File: src/rtl/fc_layer_seq.sv
// Time-multiplexed fully connected layer: one signed MAC, streamed I/O, run-time weight/bias memories.
// Optional ReLU on the saturated output when FC_RELU_EN is defined.
`timescale 1ns/1ps
module fc_layer_seq #(
  parameter int IN_LEN  = 16,
  parameter int OUT_LEN = 8,
  parameter int DATA_W  = 8,
  parameter int ACC_W   = 24,
  parameter int SHIFT   = 0
) (
  input  logic                                             clk,
  input  logic                                             rst_n,
  input  logic                                             in_valid,
  output logic                                             in_ready,
  input  logic signed [DATA_W-1:0]                         in_data,
  input  logic                                             w_we,
  input  logic [$clog2(IN_LEN*OUT_LEN)-1:0]                w_addr,
  input  logic signed [DATA_W-1:0]                         w_data,
  input  logic                                             b_we,
  input  logic [((OUT_LEN > 1) ? $clog2(OUT_LEN) : 1)-1:0] b_addr,
  input  logic signed [DATA_W-1:0]                         b_data,
  output logic                                             out_valid,
  input  logic                                             out_ready,
  output logic signed [DATA_W-1:0]                         out_data,
  output logic                                             out_last,
  output logic                                             busy
);

  localparam int WA_W   = $clog2(IN_LEN*OUT_LEN);
  localparam int BA_W   = (OUT_LEN > 1) ? $clog2(OUT_LEN) : 1;
  localparam int XI_W   = $clog2(IN_LEN);
  localparam int IDX_W  = $clog2(IN_LEN+1);
  localparam int PROD_W = 2*DATA_W;

  localparam logic [IDX_W-1:0] IDX_LAST  = IDX_W'(IN_LEN-1);
  localparam logic [IDX_W-1:0] IDX_DRAIN = IDX_W'(IN_LEN);
  localparam logic [BA_W-1:0]  K_LAST    = BA_W'(OUT_LEN-1);

  localparam logic signed [ACC_W-1:0] SAT_MAX = {{(ACC_W-DATA_W+1){1'b0}}, {(DATA_W-1){1'b1}}};
  localparam logic signed [ACC_W-1:0] SAT_MIN = ~SAT_MAX;

  typedef enum logic [1:0] {S_IDLE, S_LOAD, S_MAC, S_EMIT} state_t;

  state_t state_q, state_d;

  logic signed [DATA_W-1:0] w_mem [2**WA_W];
  logic signed [DATA_W-1:0] b_mem [2**BA_W];
  logic signed [DATA_W-1:0] x_buf [2**XI_W];

  logic             armed_q;
  logic [IDX_W-1:0] in_cnt;
  logic [IDX_W-1:0] idx_cnt;
  logic [BA_W-1:0]  k_cnt;
  logic             accept;
  logic             issue;
  logic             drain;
  logic             emit_hs;

  logic [WA_W-1:0]          w_rd_addr;
  logic [XI_W-1:0]          x_rd_idx;
  logic [XI_W-1:0]          x_wr_idx;
  logic signed [PROD_W-1:0] w_op;
  logic signed [PROD_W-1:0] x_op;

  logic signed [PROD_W-1:0] prod_p0;
  logic                     vld_p0;
  logic                     first_p0;

  logic signed [ACC_W-1:0]  acc_p1;
  logic signed [ACC_W-1:0]  acc_next;
  logic signed [ACC_W-1:0]  acc_shr;
  logic signed [ACC_W-1:0]  prod_ext;
  logic signed [ACC_W-1:0]  bias_ext;
  logic signed [DATA_W-1:0] bias;
  logic signed [DATA_W-1:0] result_p1;

  function automatic logic signed [DATA_W-1:0] sat_fn(input logic signed [ACC_W-1:0] v);
    if (v > SAT_MAX) begin
      return SAT_MAX[DATA_W-1:0];
    end else if (v < SAT_MIN) begin
      return SAT_MIN[DATA_W-1:0];
    end else begin
      return v[DATA_W-1:0];
    end
  endfunction

`ifdef FC_RELU_EN
  function automatic logic signed [DATA_W-1:0] act_fn(input logic signed [DATA_W-1:0] v);
    return v[DATA_W-1] ? '0 : v;
  endfunction
`else
  function automatic logic signed [DATA_W-1:0] act_fn(input logic signed [DATA_W-1:0] v);
    return v;
  endfunction
`endif

  // Control: in_ready is held off until the first clock after reset release
  always_comb begin
    state_d   = state_q;
    in_ready  = 1'b0;
    out_valid = 1'b0;
    out_last  = 1'b0;
    busy      = (state_q != S_IDLE);
    issue     = 1'b0;
    drain     = 1'b0;
    emit_hs   = 1'b0;
    accept    = 1'b0;
    case (state_q)
      S_IDLE: begin
        in_ready = armed_q;
        accept   = in_valid && armed_q;
        if (accept) state_d = S_LOAD;
      end
      S_LOAD: begin
        in_ready = armed_q;
        accept   = in_valid && armed_q;
        if (accept && (in_cnt == IDX_LAST)) state_d = S_MAC;
      end
      S_MAC: begin
        if (idx_cnt == IDX_DRAIN) begin
          drain   = 1'b1;
          state_d = S_EMIT;
        end else begin
          issue = 1'b1;
        end
      end
      S_EMIT: begin
        out_valid = 1'b1;
        out_last  = (k_cnt == K_LAST);
        if (out_ready) begin
          emit_hs = 1'b1;
          state_d = (k_cnt == K_LAST) ? S_IDLE : S_MAC;
        end
      end
      default: state_d = S_IDLE;
    endcase
  end

  always_ff @(posedge clk or negedge rst_n) begin
    if (!rst_n) begin
      state_q  <= S_IDLE;
      armed_q  <= 1'b0;
      in_cnt   <= '0;
      idx_cnt  <= '0;
      k_cnt    <= '0;
      vld_p0   <= 1'b0;
      first_p0 <= 1'b0;
      out_data <= '0;
    end else begin
      state_q  <= state_d;
      armed_q  <= 1'b1;
      vld_p0   <= issue;
      first_p0 <= issue && (idx_cnt == '0);
      if (accept) in_cnt <= (state_q == S_IDLE) ? IDX_W'(1) : in_cnt + IDX_W'(1);
      if (issue) begin
        idx_cnt <= idx_cnt + IDX_W'(1);
      end else if (drain) begin
        idx_cnt <= '0;
      end
      if (drain) out_data <= result_p1;
      if (emit_hs) k_cnt <= (k_cnt == K_LAST) ? '0 : k_cnt + BA_W'(1);
    end
  end

  assign w_rd_addr = WA_W'(int'(k_cnt) * IN_LEN + int'(idx_cnt));
  assign x_rd_idx  = idx_cnt[XI_W-1:0];
  assign x_wr_idx  = (state_q == S_IDLE) ? '0 : in_cnt[XI_W-1:0];
  assign w_op      = {{(PROD_W-DATA_W){w_mem[w_rd_addr][DATA_W-1]}}, w_mem[w_rd_addr]};
  assign x_op      = {{(PROD_W-DATA_W){x_buf[x_rd_idx][DATA_W-1]}}, x_buf[x_rd_idx]};
  assign bias      = b_mem[k_cnt];

  // Stage p1: accumulate; the first product of a neuron restarts from the bias
  always_comb begin
    prod_ext  = {{(ACC_W-PROD_W){prod_p0[PROD_W-1]}}, prod_p0};
    bias_ext  = {{(ACC_W-DATA_W){bias[DATA_W-1]}}, bias};
    acc_next  = first_p0 ? (bias_ext + prod_ext) : (acc_p1 + prod_ext);
    acc_shr   = acc_next >>> SHIFT;
    result_p1 = act_fn(sat_fn(acc_shr));
  end

  // Stage p0: operand fetch and multiply; memories only change while idle
  always_ff @(posedge clk) begin
    if (accept) x_buf[x_wr_idx] <= in_data;
    if (w_we && (state_q == S_IDLE)) w_mem[w_addr] <= w_data;
    if (b_we && (state_q == S_IDLE)) b_mem[b_addr] <= b_data;
    if (issue) prod_p0 <= w_op * x_op;
    if (vld_p0) acc_p1 <= acc_next;
  end

endmodule

File: config.mk
export PLATFORM = sky130hd
export DESIGN_NAME = fc_layer_seq
export DESIGN_NICKNAME = d
export VERILOG_FILES = /design/src/rtl/fc_layer_seq.sv
export SDC_FILE = /design/constraint.sdc
export NUM_CORES = 2
export LEC_CHECK = 0
export ABC_AREA = 0
export CAP_MARGIN = 10
export CORE_UTILIZATION = 45
export DETAILED_ROUTE_END_ITERATION = 8
export GPL_ROUTABILITY_DRIVEN = 0
export PLACE_DENSITY_LB_ADDON = 0.25
export SYNTH_ARGS = -nofsm -noshare
export SYNTH_HDL_FRONTEND = slang
export SYNTH_SLANG_ARGS = --single-unit
File: constraint.sdc
create_clock -name clk -period 21.8 [get_ports clk]
set_input_delay 4.36 -clock clk [delete_from_list [all_inputs] [get_ports clk]]
set_output_delay 4.36 -clock clk [all_outputs]
set_load 0.02 [all_outputs]
After elaboration in Yosys (flattened, before gate mapping)
Memory sizes are Yosys's and may differ from the RTL's. Cells that the tools add are included.

Register bits after elaboration: 66. Memory bits (writable): 1216. Input bits: 40. Output and inout bits: 12. Logic and storage cells: 73. Memories kept: 3.

Add/subtract/negate cells: 6. Multiply operators: 1. $lt $le $gt $ge: 2. Eq/ne operators: 10. Mux-type cells: 30. Reduce and logical (&&, ||, !) cells: 11.

Memory list: w_mem (depth 128, bits a word 8, read ports 1, clocked after Yosys merged registers in 0, wr ports 1, RTL line 46) `logic signed [DATA_W-1:0] w_mem [2**WA_W];`; x_buf (depth 16, bits a word 8, read ports 1, clocked after Yosys merged registers in 0, wr ports 1, RTL line 48) `logic signed [DATA_W-1:0] x_buf [2**XI_W];`; b_mem (depth 8, bits a word 8, read ports 1, clocked after Yosys merged registers in 0, wr ports 1, RTL line 47) `logic signed [DATA_W-1:0] b_mem [2**BA_W];`.

Operator list (number): $add 24x16->24 (1); $gt 24x8->1 const B (1); $lt 24x8->1 const B (1); $mux 24 (1); $add 8x16->17 (1); $mul 8x8->16 (1); $mux 1 (16); $mux 8 (2); $mux 5 (3); $add 5x1->5 const B (2); $mux 2 (5); $ne 2x2->1 const B (4); $pmux 2 s4 (1); $add 7x5->7 (1); $eq 5x4->1 const B (1); $eq 5x5->1 const B (1); $logic_and 1x1->1 (5); $logic_not 5->1 (1); $eq 2x2->1 const B (2); $mux 4 (1); $reduce_and 4->1 (1); $reduce_bool 2->1 (2); $add 3x1->3 const B (1); $eq 3x3->1 const B (1); other kinds (4) (4).

Longest topological paths before layout
An unclocked memory read counts as a cell.

Word-level depth: 6. Gate-level depth with buffers: 28.

Worst setup path before layout
No wires, ideal clock.

Path type: register -> register. Start: reg idx_cnt[1]. End: reg prod_p0[14] (data pin). Arrival time: 6661 ps. Required time: 21542 ps. Slack: 14881 ps. Cell stages (with the launch flop): 27. Buffers on the path: 3. Clock period less this slack: 6919 ps. Path through: dfrtp_1 clkbuf_1 buf_1 clkbuf_1 mux4_2 mux4_2 mux4_2 mux2_2 nor2b_1 fa_1 inv_1 fa_1 inv_1 fa_1 inv_1 fa_1 inv_1 ha_1 o21ai_0 a21boi_0 o21ai_0 a21boi_0 o21a_1 o21ai_0 nand2b_1 a21oi_1 xnor2_1.

Word-level cells in the longest chain between the ends: 3.

RTL lines: start: declaration (RTL line 52) `logic [IDX_W-1:0] idx_cnt;`; start signal: assignment (RTL line 156) `idx_cnt <= idx_cnt + IDX_W'(1);`; $add 7x5->7 (RTL line 165) `assign w_rd_addr = WA_W'(int'(k_cnt) * IN_LEN + int'(idx_cnt));`; $mem_v2 128x8; $mul 8x8->16 * (RTL line 186) `if (issue) prod_p0 <= w_op * x_op;`; end signal: assignment (RTL line 186); end: declaration (RTL line 65) `logic signed [PROD_W-1:0] prod_p0;`.

Every way passes the cells marked *; elsewhere a longest branch is shown, timed or not. A chain may end at the register's enable or synchronous reset.

Final worst setup path
Start: reg idx_cnt[0]. End: reg prod_p0[15] (data pin).

Same word-level chain as after synthesis.

==> results.toml <==
[run_status]
outcome = "finished, final reports clean"

[cts]
cts_resized = 0
postCtsHoldBufs = 0
cts.sinks = 1282
clock_latency_ns = 0.75
h-tree-depth = 4
post-cts-setup-buffers = 0
cts_buffers = 135
root_buffer = "clkbuf_16"
clkTransAtPathRegs_ns = 0.07
cts_tree = "yes"
clockBufferDepth = 3

[die]
rows = 127
ios = 52
start_util_pct = 45.4
core_um2 = 120000
die_area_um2 = 122000
die_w_um = 350
fp.dieH_um = 350

[sta]
skew_ns = 0.0354
worst_pin_slew_ns = 1.26
rsz0062_at_grt = "no"
drv_slew = 0
setup_tns_ns = 0
timing.fmax_mhz = 109
slew_headroom_pct = 15.9
post-route-period-util_pct = 41.9
final-hold-violation-count = 0
setup_violations = 0
period_minus_slack_ns = 9.14

[finish]
nFillCells = 9331
nets = 3046
final_cells = 4588
drive_gt1_share_pct = 22.4
layout_commonest_cell = "edfxtp_1"
syn_to_final_growth_pct = 12.1
seq_area_um2 = 38400
most-common-layout-cells = "edfxtp_1 (1256), mux4_2 (386), nor2_1 (230)"
multi_input_area_um2 = 15200

[grt]
grt_util_all_layers_pct = 20.3
grt_pass1_wl_um = 181000
overflow = 0
grt_pass1_vias = 27600
antenna_found_initial = 0
grt_max_degree = 150

[synthesis]
synth_area_leaders = "edfxtp_1 (69%), mux4_2 (16%), fa_1 (2.1%)"
yosysSeqAreaShare_pct = 70.5
synth_edf_count = 1256
avgSynthCellArea_um2 = 19.6
yosysWarnings = 0
syn_inst = 2775
ys_ff_latch = 1282
synth_nets = 2948
synth_top_area_share_pct = 69.3
synth_flop_cell = "edfxtp_1"
yosys.cell_types.count = 73
syn_area_um2 = 54400
synthArstFlopShare_pct = 2.03
synth_top_cell_by_area = "edfxtp_1"

[placement]
dp_hpwl_um = 74400
port_buffers = 51
place_inst = 4347

[worst_setup_path]
required_ns = 22.30
cp_slowest_cell = "dfrtp_4"
worstSetupStartpointType = "flop"
critical_path_class = "flop to flop"
endpoint_kind = "flop"
max_stage_delay_ns = 1.00
arrival_ns = 9.64
cp_max_fo = 106
cp_common_cell = "inv_1"

[power]
vdd_ir_drop_max_mv = 0.309
power_leakage_nw = 19.1
power.density_nw_per_um2 = 144

[drt]
first_pass_iters = 5
vias = 26600
remaining_drc_errors = 0
post_drt_wl_per_cell_um = 26.6
drt_first_iter_violations = 2670
viasPerCell = 5.80
routed_wirelength_um = 122000
drtAntennaViolNets = 0

[job]
maxCapViolations = 0

[hold_path]
holdCritPathClass = "flop to flop"
==> flip-flops by register name, indices dropped and copies added, names as in the netlist <==
signal and cells:
w_mem 1024, x_buf 128, b_mem 64, acc_p1 24
prod_p0 16, out_data 8, idx_cnt 5, in_cnt 5
k_cnt 3, state_q 2, armed_q 1, first_p0 1
vld_p0 1
==> worst max-delay path, delay by kind of cell, from the launching register on <==
| family | cells | cell delay, ns |
|---|---|---|
| flip-flops | 1 | 1.00 |
| XOR/XNOR | 1 | 0.13 |
| multiplexers | 4 | 2.10 |
| AO/OA/AOI/OAI | 5 | 0.76 |
| adder cells (fa/ha/maj) | 5 | 2.36 |
| AND/OR/NAND/NOR | 3 | 0.49 |
| buffers and inverters | 7 | 1.82 |
==> per-layer routing <==
layer | routed length (um) | track usage [%] | vias up
met2 | 61600 | 34.0 | 924
met4 | 2380 | 5.21 | 0
met5 | 0 | 0 | -
met1 | 50600 | 27.5 | 14100
met3 | 7340 | 3.67 | 182
li1 | - | - | 11400
==> synth_stat cells (8+ instances only) <==
master	number
mux2i_1	18
nand4_1	16
edfxtp_1	1256
clkbuf_1	74
mux4_2	386
nand3_1	23
a21oi_1	55
nand2b_1	25
buf_1	17
mux2_2	17
xnor2_1	27
and2_1	9
nor2b_1	22
o211ai_1	10
o21ai_0	45
nand3b_1	12
buf_2	27
dfrtp_1	26
ha_1	76
nand2_1	79
nor3_1	16
fa_1	57
a21o_1	11
nor2_1	230
xor2_1	15
inv_1	100
o21a_1	8
==> metrics by stage <==
step                hold WS, ns  area [um2]  power, mW  worst slack (ns)  utilization [%]
floorplan                 0.502       54400       5.80             14.88                -
global placement          0.487       56700       6.57             12.55             47.3
detailed placement        0.495       56700       6.62             12.53             47.3
CTS                       0.508       61000       8.88             12.53             50.9
global route              0.526       61000       9.37             11.98             50.9
finish                    0.499       61000       8.80             12.66             50.9
==> cells by family after synthesis <==
kind of cell	Yosys count	synth area share, %
other	1	0.00689
buffers and inverters	226	1.70
and+or+nand+nor	465	3.92
AOI/OAI and AO/OA	198	2.43
DFF	1282	70.5
adders and majority gates	133	3.84
muxes	428	16.9
xor gates and xnor gates	42	0.676
==> power by group <==
part           internal (mW)  switching (mW)  leakage, nW
logic                   1.66            1.90         5.34
clock network           1.29           0.958         2.09
registers               2.92          0.0710         11.6
total                   5.87            2.93         19.1
==> layout make-up <==
class                      instances  share of cell area (%)
antenna                            1                 0.00410
clock buffer                     172                    5.87
clock inverter                    67                    1.19
inverter                         100                   0.615
multi-input combinational       1267                    24.8
sequential                      1282                    62.9
tap                             1612                    3.30
timing repair buffer              87                    1.30
==> path summary, 6_finish.rpt <==
| check | start | end | slack, ns | cells past startpoint |
|---|---|---|---|---|
| worst max-delay path | idx_cnt[0] | prod_p0[15] | 12.66 | 25 |
| worst min register to register | out_data[6] | out_data[6] | 0.50 | 1 |
| worst max register to register | idx_cnt[0] | prod_p0[15] | 12.66 | 25 |
| worst min-delay path | out_data[6] | out_data[6] | 0.50 | 1 |
| min in group asynchronous | rst_n | out_data[0] | 3.65 | 1 |
| max in group asynchronous | rst_n | idx_cnt[1] | 17.59 | 1 |
Note: power is estimated with default switching activity, not from simulation.
==> patch: new RTL, config.mk and constraints unchanged <==
The option `FC_RELU_EN` is turned on by a define.
--- a/src/rtl/fc_layer_seq.sv
+++ b/src/rtl/fc_layer_seq.sv
@@ -1,6 +1,8 @@
 // Time-multiplexed fully connected layer: one signed MAC, streamed I/O, run-time weight/bias memories.
 // Optional ReLU on the saturated output when FC_RELU_EN is defined.
 `timescale 1ns/1ps
+`define FC_RELU_EN
+
 module fc_layer_seq #(
   parameter int IN_LEN  = 16,
   parameter int OUT_LEN = 8,
Check against the original RTL: not settled (the Yosys comparison gave no result); the edit may change what the design does.
==> patch against the unedited design <==
  * Critical path depth unchanged
  * Worst hold slack improved by 0.021 ns
  * Cell count decreased by 0.48%
  * Synthesized area decreased by 0.35%
  * Cell area decreased by 0.37%
  * First-iteration DRC count increased by 4.0%
  * Worst setup slack got worse by 1.4 ns
  * Count of clock-buffer cells in the layout decreased by 9
  * Wire length decreased by 0.18%
  * Sequential cell count decreased by 1
  * Critical endpoint is now prod_p0[14]
Power is not shown: default switching activity piles up to over one toggle a cycle in this logic, so the estimate is an artifact.
==> patch: results (changes against the unedited design) <==
status: complete, no violations (unchanged)
mux share of post-synthesis cell area: 16.90% (was 16.93%)
ranking of synthesized cells by instance count: sky130_fd_sc_hd__edfxtp_1, sky130_fd_sc_hd__mux4_2, sky130_fd_sc_hd__nor2_1, sky130_fd_sc_hd__inv_1, sky130_fd_sc_hd__nand2_1 (unchanged)
adder and majority gate portion of the synthesized area: 3.857% (was 3.844%)
PortBufs: 50 (was 51)
share of final-layout standard cells stronger than drive strength 1: 23.41% (was 22.35%)
gate family responsible for the most delay along the worst path: buffers and inverters (was adder cells)
mean instance size in the synthesized netlist: 19.82 µm² (was 19.61 µm²)
peak fanout along the critical path: 100 (was 106)
number of iterations in the first detailed-routing pass: 7 (was 5)
sequential cell area fraction in the yosys report: 70.69% (was 70.49%)
number of nets produced by synthesis: 2910 (was 2948)
global-route total usage across every layer: 20.40% (was 20.28%)
average via count per standard cell: 5.792 (was 5.799)
endpoint of the worst-slack reg-to-reg timing path: prod_p0[14] (was prod_p0[15])
xor/xnor cell area share of the yosys netlist: 0.6944% (was 0.6759%)
share of the synthesized area in compound gates (AO/OA/AOI/OAI): 2.224% (was 2.428%)
Min-Delay Path Depth: 2 (was 1)
global-route wire length before repair: 181300 µm (was 180700 µm)
clock buffer count from CTS: 136 (was 135)
Total Routed Length: 121700 µm (was 121900 µm)
maximum single-stage delay on the critical path: 0.93 ns (was 1.00 ns)
cell area after placement: 56510 µm² (was 56710 µm²)
cell with the largest stage delay on the worst path: sky130_fd_sc_hd__buf_4 (was sky130_fd_sc_hd__dfrtp_4)
via count: 26446 (was 26604)
worst-margin pin slew: 1.202 ns (was 1.258 ns)
count of different cell masters after synthesis: 85 (was 73)
Reg2Reg Setup Slack: 11.25 ns (was 12.66 ns)
[patch: per-layer routing]
metal | vias to the layer above | wire length [µm] | GRT usage (%)
met3 | 222 | 7250 | 3.667
li1 | 11354 | - | -
met5 | - | 26 | 0
met1 | 13967 | 50060 | 27.21
met2 | 899 | 60930 | 33.73
met4 | 4 | 3453 | 7.214
[patch: worst max-delay path by stage]
stage | to | slack [ns]
floorplan | prod_p0[14] | 14.86
global placement | prod_p0[14] | 11.13
detailed placement | prod_p0[14] | 10.99
CTS | prod_p0[14] | 10.97
global route | prod_p0[14] | 10.28
finish | prod_p0[14] | 11.25
[patch: area by class of cell]
type / count / area, µm²
Multi-Input combinational cell: 1236 / 14960
Antenna cell: 2 / 5.005
Timing Repair Buffer: 95 / 828.3
Tap cell: 1612 / 2017
Sequential cell: 1281 / 38360
Fill cell: 9375 / 58850
Clock buffer: 163 / 3536
Inverter: 93 / 349.1
Clock inverter: 84 / 748.2
